## config.mk

```make
export PLATFORM = sky130hd
export DESIGN_NAME = fetch_ctrl
export DESIGN_NICKNAME = d
export VERILOG_FILES = /design/src/rtl/fetch_ctrl.sv
export SDC_FILE = /design/constraint.sdc
export NUM_CORES = 1
export LEC_CHECK = 0
export ABC_AREA = 1
export BUFFER_PORTS_ARGS = -buffer_cell sky130_fd_sc_hd__buf_4
export CAP_MARGIN = 20
export CORE_MARGIN = 2
export CORE_UTILIZATION = 55
export CTS_CLUSTER_DIAMETER = 30
export DETAILED_ROUTE_END_ITERATION = 7
export HOLD_SLACK_MARGIN = 0.1
export MAX_ROUTING_LAYER = met4
export PLACE_DENSITY = 0.8
export SLEW_MARGIN = 20
export SYNTH_ARGS = -nofsm -noshare
export SYNTH_HDL_FRONTEND = slang
export SYNTH_SLANG_ARGS = --single-unit
```

## constraint.sdc

```tcl
create_clock -name clk -period 14.8 [get_ports clk]
set_clock_uncertainty 0.2 [all_clocks]
set_input_delay 1.48 -clock clk [delete_from_list [all_inputs] [get_ports clk]]
set_output_delay 1.48 -clock clk [all_outputs]
set_load 0.1 [all_outputs]
```

## src/rtl/fetch_ctrl.sv

```systemverilog
// fetch_ctrl: fetch-stage PC/request sequencer with one-entry skid buffer and pipeline stall/flush controls
module fetch_ctrl #(
   parameter logic [63:0] RESET_PC = 64'h8000_0000
) (
   input  logic        clk,
   input  logic        reset,
   output logic        ireq_valid,
   output logic [63:0] ireq_addr,
   input  logic        iresp_data_ok,
   input  logic [31:0] iresp_data,
   input  logic        redirect,
   input  logic [63:0] redirect_pc,
   input  logic        stall_mem,
   input  logic        stall_exe,
   input  logic        stall_loaduse,
   output logic        f_valid,
   output logic [63:0] f_pc,
   output logic [31:0] f_instr,
   output logic        stall_d,
   output logic        stall_e,
   output logic        stall_m,
   output logic        flush_d,
   output logic        flush_e
);
   typedef enum logic [1:0] {IDLE, BUSY, DROP} state_t;
   state_t state, state_nx;
   logic [63:0] pc, pending_pc, hold_pc;
   logic [31:0] hold_instr;
   logic hold_valid, qred, issue, accept;
   assign qred = redirect & ~stall_mem & ~stall_exe;
   assign stall_m = stall_mem;
   assign stall_e = stall_mem | stall_exe;
   assign stall_d = stall_mem | stall_exe | (stall_loaduse & ~qred);
   assign flush_d = qred;
   assign flush_e = qred | (stall_loaduse & ~stall_mem & ~stall_exe);
   assign ireq_addr = pc;
   assign issue = ~hold_valid & ~qred & (~f_valid | ~stall_d);
   assign accept = (state == BUSY) & iresp_data_ok & ~qred;
   always_comb begin
      state_nx = state;
      ireq_valid = 1'b0;
      case (state)
         IDLE: begin
            ireq_valid = issue & ~reset;
            state_nx = issue ? BUSY : IDLE;
         end
         BUSY: begin
            ireq_valid = 1'b1;
            state_nx = iresp_data_ok ? IDLE : qred ? DROP : BUSY;
         end
         DROP: state_nx = iresp_data_ok ? IDLE : DROP;
         default: state_nx = IDLE;
      endcase
   end
   always_ff @(posedge clk or posedge reset) begin
      if (reset) begin
         state <= IDLE;
         pc <= RESET_PC;
         pending_pc <= '0;
      end else begin
         state <= state_nx;
         case (state)
            IDLE: if (qred) pc <= redirect_pc;
            BUSY: begin
               if (iresp_data_ok) pc <= qred ? redirect_pc : pc + 64'd4;
               else if (qred) pending_pc <= redirect_pc;
            end
            DROP: begin
               if (iresp_data_ok) pc <= qred ? redirect_pc : pending_pc;
               else if (qred) pending_pc <= redirect_pc;
            end
            default: ;
         endcase
      end
   end
   // A bubble in F/D under stall_d is refilled directly; only a valid held entry diverts to the skid buffer.
   always_ff @(posedge clk or posedge reset) begin
      if (reset) begin
         f_valid <= 1'b0;
         f_pc <= '0;
         f_instr <= '0;
         hold_valid <= 1'b0;
         hold_pc <= '0;
         hold_instr <= '0;
      end else if (flush_d) begin
         f_valid <= 1'b0;
         hold_valid <= 1'b0;
      end else if (stall_d & f_valid) begin
         if (accept) begin
            hold_valid <= 1'b1;
            hold_pc <= pc;
            hold_instr <= iresp_data;
         end
      end else if (hold_valid) begin
         f_valid <= 1'b1;
         f_pc <= hold_pc;
         f_instr <= hold_instr;
         hold_valid <= 1'b0;
      end else if (accept) begin
         f_valid <= 1'b1;
         f_pc <= pc;
         f_instr <= iresp_data;
      end else begin
         f_valid <= 1'b0;
      end
   end
endmodule

```

# After elaboration in Yosys (flattened, before gate mapping)
# Index checks and enable logic that the tools add are counted.
# word_totals
reg_bits	324
in_bits	103
# op_classes
reduce_logical	8
bitwise	24
eq_ne	7
n_mux	23
add_sub_neg	1
# ops
operator	n
$mux 64	7
$pmux 64 s3	1
$add 64x3->64 const B	1
$mux 32	2
$and 1x1->1	11
$not 1->1	9
$mux 1	8
$ne 2x2->1 const B	4
$mux 2	3
$pmux 2 s3	1
$reduce_and 3->1	2
$or 1x1->1	4
$reduce_and 4->1	1
$ne 3x3->1 const B	1
$reduce_bool 3->1	1
$eq 2x1->1 const B	1
$eq 2x2->1 const B	1
$logic_not 2->1	1
$pmux 1 s2	1
$reduce_and 2->1	1
$reduce_bool 2->1	1
$reduce_or 2->1	1

# Depth between registers and ports, before layout
# Gate-level depths: netlist of run 1.
# logic_depth
depth_word	11
ltp_mapped	15
depth_no_buf	15

# Worst setup path after synthesis of run 1
# Ideal clock, no wire load.
# synth_timing
kind	input to output
from	input port stall_exe
to	output port ireq_valid
slack_ns	8.236
stages	5
path_buffers	0
arrival_time_ns	4.884
path_cell_list	nor2_2 -> o21ai_1 -> nand2_1 -> nand3_1 -> o21ai_0
# synth_between
elab_chain_len	10
elab_cells_between_ends	12
cone_classes	1 x mux; 11 x bitwise
# synth_lines
item	line_no	rtl
from (decl)	14	input logic stall_exe,
$not 1->1	30	assign qred = redirect & ~stall_mem & ~stall_exe;
$and 1x1->1	30	
$not 1->1 (no line)	n/a	
$and 1x1->1	33	assign stall_d = stall_mem | stall_exe | (stall_loaduse & ~qred);
$or 1x1->1 (*)	33	
named net stall_d	19	output logic stall_d,
$not 1->1 (*)	37	assign issue = ~hold_valid & ~qred & (~f_valid | ~stall_d);
$or 1x1->1 (*)	37	
$and 1x1->1 (*)	37	
$and 1x1->1 (*)	44	ireq_valid = issue & ~reset;
$pmux 1 s2 (*)	42	case (state)
to (decl)	7	output logic ireq_valid,
# Mark *: on every way through the listed nets, which the timed path passes. The rest lies on a longest branch.

# Worst setup path after layout of run 1
# layout_timing
from	input port stall_mem
to	output port flush_d
# layout_between
elab_chain_len	3
# layout_lines
item	line_no	rtl
from (decl)	13	input logic stall_mem,
$not 1->1	30	
$and 1x1->1 (2 in series)	30	
to (decl)	22	output logic flush_d,
# No other way between the ends.

==> impl_metrics.ini, run 1 <==
[timing]
finalSetupViolations = 0
drv_slew = 0
slew_headroom_pct = 23.6
worst_slack_ns = 9.58
unrepaired_setup_endpoints_after_global_routing = no
fmax_mhz = 192
hold_ws_ns = 0.284
final_hold_viol_count = 0
period_share_pct = 35.3
tightest_slew_ns = 1.15
final_total_negative_setup_slack_ns = 0
layout_min_cycle_time_ns = 5.22

[cts]
clk_sink_count = 324
cts_inserted_buffers = 76
post_cts_resize_count = 0
clockRootBuffer = clkbuf_16
cts.hold.buffers_added = 0
clock_tree_from_tritoncts = yes
clock_latency_ns = 0.58
clkSlewWorstSetupHoldPaths_ns = 0.04
cts_buffer_depth = 3
post-cts-setup-buffer-count = 0
cts.htree.levels = 3

[drt]
vias = 17400
drtIter0Drc = 1860
via_per_inst = 5.70
drc = 0
ant_nets = 0
drt_wl_total_microns = 57500
drt-pass1-iter-count = 8
wire_per_inst_microns = 18.8

[job]
maxCapViolCount = 0

[worst_setup_path]
crit_path_max_incr_delay_ns = 0.74
startpoint_type = input pin
critical-path-top-cell-by-count = buf_4
worst-setup-path-type = input pin to output pin
crit_slowest_cell = clkinv_2
path_delay_family = buffers and inverters
cell_count_along_the_critical_path = 6
r2r_cells = 11
crit_chain = buf_4, nor2_2, nand2_2, buf_4, clkinv_2, buf_4
worst_ep_arrival_time_ns = 3.54
timing.critical_path.to_type = output pin
cp.buffers_inverters = 4
worst-path-max-fanout = 62
worst_ep_required_ns = 13.12

[yosys]
ys_ff_latch = 324
synth-xor-area-share_pct = 1.16
synthAdderAreaFrac_pct = 0.359
synth.cell_area_sq_um = 17400
ys_warn_count = 0
ys_types = 41
syn-instance-count = 2357
synth_largest_area_cell = dfrtp_1
synth_flop_cell = dfrtp_1
postSynth.asyncResetShare_pct = 100
synth_simple_gate_area_share_pct = 28.3
yosysSeqAreaShare_pct = 46.5
synthTopCellsByArea = dfrtp_1, nand2_1, nor2_1
synth_top_cell_area_share_pct = 46.4
synth.mux.area_fraction_pct = 3.81
synth.net_count = 2465
synth_edf_count = 0
dominant_combinational_cell_family_by_area_after_synthesis = simple AND/OR/NAND/NOR gates
synth_compound_gate_area_share_pct = 13.5
avgSynthCellArea_sq_um = 7.39

[place]
number_of_buffers_inserted_by_port_buffering = 269
placement.setup.worst_slack_ns = 9.41
gp_routability_congestion = 0.978
dp_hpwl_microns = 37000
place_inst = 2913

[grt]
antenna_violations_before_repair = 0
grt_pass1_vias = 16600
track_usage_pct = 35.8
grt-ovfl-total = 0
grtUsageMet2_pct = 53.0
grt_max_degree = 130
globalRouteMet1Util_pct = 48.0
grtUsageMet3_pct = 9.01
grt-busiest-layer = met2
grt_first_pass_wirelength_microns = 90400

[cells_and_area]
layout.cells.non_filler = 3054
nets = 2698
areaGrowthSynthToFinish_pct = 27.7
share_of_final_layout_standard_cells_stronger_than_drive_strength_1_pct = 19.6
antenna_cells = 0

[status]
outcome = completed

[die]
initial_utilization_pct = 55.5
die-area_sq_um = 33100
ios = 270
die_width_microns = 182
die_h_microns = 182
std_cell_rows = 65
core_area_sq_um = 31400

[min_path]
holdPathStages = 1
hold_removal_path_class = register to register
-- routing by layer --
metal | part of all wire (%) | vias to the layer above
met5 | 0 | -
met4 | 3.1 | 0
met3 | 11 | 141
met2 | 45 | 969
met1 | 41 | 8260
li1 | - | 8053
-- layout make-up --
class	count	area, sq um
Timing Repair Buffer	286	2170
Clock buffer	108	2240
Fill cell	2414	9140
Clock inverter	32	448
Sequential cell	324	8110
Tap cell	402	503
Multi-Input combinational cell	1761	8250
Inverter	141	538
-- kinds of logic (layout without fill, tap and decap cells) --
group / after synthesis / count (layout)
simple gates: 1257 / 1257
compound gates: 417 / 417
flops: 324 / 324
buf+inv: 272 / 567
mux: 59 / 59
xor+xnor: 23 / 23
fa+ha+maj: 5 / 5
-- per-stage QoR --
step,instance area (sq um),util [%]
CTS,22200,70.8
detailed placement,19500,62.2
global route,22300,70.9
global placement,19500,62.2
finish,22300,70.9
floorplan,17400,-
-- registers in the layout, indices dropped and copies added, names as in the netlist --
signal	flops
f_pc	64
hold_pc	64
ireq_addr	64
pending_pc	64
f_instr	32
hold_instr	32
state	2
f_valid	1
hold_valid	1
-- path summary, 6_finish.rpt --
kind                        startpoint             end  slack (ns)
min in group asynchronous        reset  pending_pc[21]        0.92
max in group asynchronous        reset     hold_pc[39]       11.95
min                        hold_pc[58]     hold_pc[58]        0.28
min reg2reg                hold_pc[58]     hold_pc[58]        0.28
max reg2reg                   state[1]        f_pc[59]       10.39
max                          stall_mem         flush_d        9.58
-- cell usage in the layout (no fill, tap or decap), types with 3 or more instances in the layout --
| master | synthesis | layout |
|---|---|---|
| clkbuf_1 | 69 | 14 |
| dfrtp_1 | 323 | 322 |
| a21oi_1 | 131 | 130 |
| buf_4 | 1 | 284 |
| bufinv_16 | 0 | 9 |
| xnor2_1 | 18 | 18 |
| clkinv_2 | 0 | 8 |
| clkinvlp_4 | 0 | 10 |
| nand4_1 | 12 | 12 |
| xor2_1 | 5 | 5 |
| o211ai_1 | 6 | 6 |
| nand3_1 | 19 | 19 |
| ha_1 | 5 | 3 |
| inv_1 | 132 | 130 |
| nor2_4 | 4 | 5 |
| o2111ai_1 | 3 | 3 |
| o21ai_1 | 34 | 34 |
| nor2_1 | 358 | 358 |
| clkbuf_16 | 0 | 79 |
| nand2_1 | 832 | 832 |
| nand2_2 | 13 | 13 |
| o21bai_1 | 3 | 3 |
| a31oi_1 | 96 | 96 |
| inv_2 | 7 | 7 |
| clkbuf_8 | 0 | 15 |
| o21ai_0 | 98 | 98 |
| nor2_2 | 11 | 10 |
| o21a_1 | 37 | 37 |
| mux2_2 | 59 | 59 |
-- synthesized netlist by cell type (2+ instances only) --
cell,count
o211ai_1,6
o21a_1,37
nor2_2,11
buf_1,7
nand3_1,19
mux2_2,59
o21ai_0,98
inv_2,7
nor2_4,4
nand2_1,832
clkinv_1,2
a21oi_1,131
o22ai_1,2
o221ai_1,2
buf_2,54
ha_1,5
nor2_1,358
xor2_1,5
o21ai_1,34
o2111ai_1,3
clkbuf_1,69
o21bai_1,3
nand2_2,13
xnor2_1,18
nor2_8,2
dfrtp_1,323
inv_1,132
nand4_1,12
nand2_4,2
a31oi_1,96
-- worst register-to-register path: cells and delay by family (launching register included) --
family / cells / cell delay, ns
adder cells (fa/ha/maj): 1 / 0.15
flip-flops: 1 / 0.40
AO/OA/AOI/OAI: 2 / 0.77
AND/OR/NAND/NOR: 4 / 0.79
buffers and inverters: 4 / 2.02
Power of run 1 is left out: the tool's default activity adds up to more than one toggle a clock period on the data nets, which glitch-free logic cannot reach.
==> run 2, diff against run 1 <==
==> constraint.sdc (replaced) <==
create_clock -name clk -period 5.1 [get_ports clk]
set_clock_uncertainty 0.2 [all_clocks]
set_input_delay 0.51 -clock clk [delete_from_list [all_inputs] [get_ports clk]]
set_output_delay 0.51 -clock clk [all_outputs]
set_load 0.1 [all_outputs]
==> impl_metrics.ini, run 2 (synthesis results as in run 1) <==
[status]
outcome = completed

[cts]
cts_buffer_depth = 3
clkSlewWorstSetupHoldPaths_ns = 0.04
clock_tree_from_tritoncts = yes
clockRootBuffer = clkbuf_16
clock_latency_ns = 0.58
cts_inserted_buffers = 77
clk_sink_count = 324
cts.htree.levels = 3

[cells_and_area]
area_taken_by_flip_flops_and_latches_sq_um = 8110
antenna_cells = 0
final_util_pct = 74.6
layout.cells.most_common_list = nand2_1, nor2_1, dfrtp_1, buf_4
areaGrowthSynthToFinish_pct = 34.4
multiInputGateArea_sq_um = 8250
share_of_final_layout_standard_cells_stronger_than_drive_strength_1_pct = 19.5
mostFrequentLayoutCell = nand2_1
final.fill_count = 2242
nets = 2788

[die]
initial_utilization_pct = 55.5
die_h_microns = 182
die-area_sq_um = 33100
die_width_microns = 182
ios = 270
core_area_sq_um = 31400
std_cell_rows = 65

[timing]
finalSetupViolations = 0
unrepaired_setup_endpoints_after_global_routing = no
final_total_negative_setup_slack_ns = 0
fmax_mhz = 305
layout_min_cycle_time_ns = 3.28
final_hold_viol_count = 0
slew_headroom_pct = 28.0
period_share_pct = 64.2
drv_slew = 0
tightest_slew_ns = 1.08

[grt]
track_usage_pct = 36.9
antenna_violations_before_repair = 0
grt_first_pass_wirelength_microns = 93000
grt_pass1_vias = 17100
grt_max_degree = 191
grt-ovfl-total = 0

[worst_setup_path]
worst_ep_arrival_time_ns = 3.56
timing.critical_path.to_type = register
crit_path_max_incr_delay_ns = 0.74
crit_slowest_cell = buf_4
r2r_cells = 8
worst_ep_required_ns = 5.38
crit_chain = inv_1, ha_2, clkinv_1, buf_4, or2_4, buf_4, nor2_1, a21oi_1
worst-path-max-fanout = 84
critical-path-top-cell-by-count = buf_4
worst-setup-path-type = register to register
startpoint_type = register

[place]
dp_hpwl_microns = 38000
gp_routability_congestion = 1.01
number_of_buffers_inserted_by_port_buffering = 269

[drt]
wire_per_inst_microns = 19.0
drt_wl_total_microns = 59800
drc = 0
via_per_inst = 5.64
ant_nets = 0
drt-pass1-iter-count = 6
vias = 17700
drtIter0Drc = 2027

[min_path]
hold_removal_path_class = input pin to register
holdPathStages = 5

[job]
maxCapViolCount = 0
[run 2: cell count changes in the layout (fill, tap and decap cells not counted), sizes merged, moves of 3 or more]
cell         before  now
bufinv            9   16
clkbuf          108   94
clkinv           14   20
clkinvlp         10    7
dlygate4sd3       0   87
inv             140  148
[run 2: repair_timing]
item / in CTS / in global routing
resized for setup: 0 / 0
endpoints found under the hold margin: 263 / 0
setup buffers: 0 / 0
hold buffers: 87 / 0
[run 2: routing by layer]
layer  share of wire (%)  GRT usage [%]
met5                   0              -
met4                 3.2           13.5
met3                 9.8           8.06
met2                  45           56.0
met1                  42           49.2
[run 2: worst max-delay path: cells and delay by family, from the launching register on]
kind                       cells  cell delay, ns
and+or+nand+nor                2            0.71
buffers and inverters          4            1.40
DFF                            1            0.40
AOI/OAI and AO/OA              1            0.16
adders and majority gates      1            0.28
[run 2: final cells by class]
class	count	area share, %
Clock buffer	94	9.06
Multi-Input combinational cell	1761	35.2
Inverter	141	2.28
Tap cell	402	2.15
Clock inverter	50	3.37
Sequential cell	324	34.6
Timing Repair Buffer	375	13.3
[run 2: final timing paths]
path	endpoint	startpoint	slack [ns]
max in group asynchronous	f_pc[36]	reset	3.41
min	ireq_addr[23]	redirect_pc[23]	0.12
min reg2reg	hold_pc[55]	hold_pc[55]	0.29
max	pending_pc[29]	state[0]	1.82
max reg2reg	pending_pc[29]	state[0]	1.82
min in group asynchronous	ireq_addr[21]	reset	0.48
[run 2: stage by stage]
stage,hold WS [ns],instances,setup WS (ns),cell area [sq um]
after global placement,0.268,2916,2.00,19600
after CTS,0.102,3147,1.86,23400
final,0.118,3147,1.82,23400
after detailed placement,0.278,2916,1.87,19600
after global routing,0.120,3147,1.60,23400
after floorplan,0.253,2357,0.0681,17400
Power of run 2 is left out for the same reason.
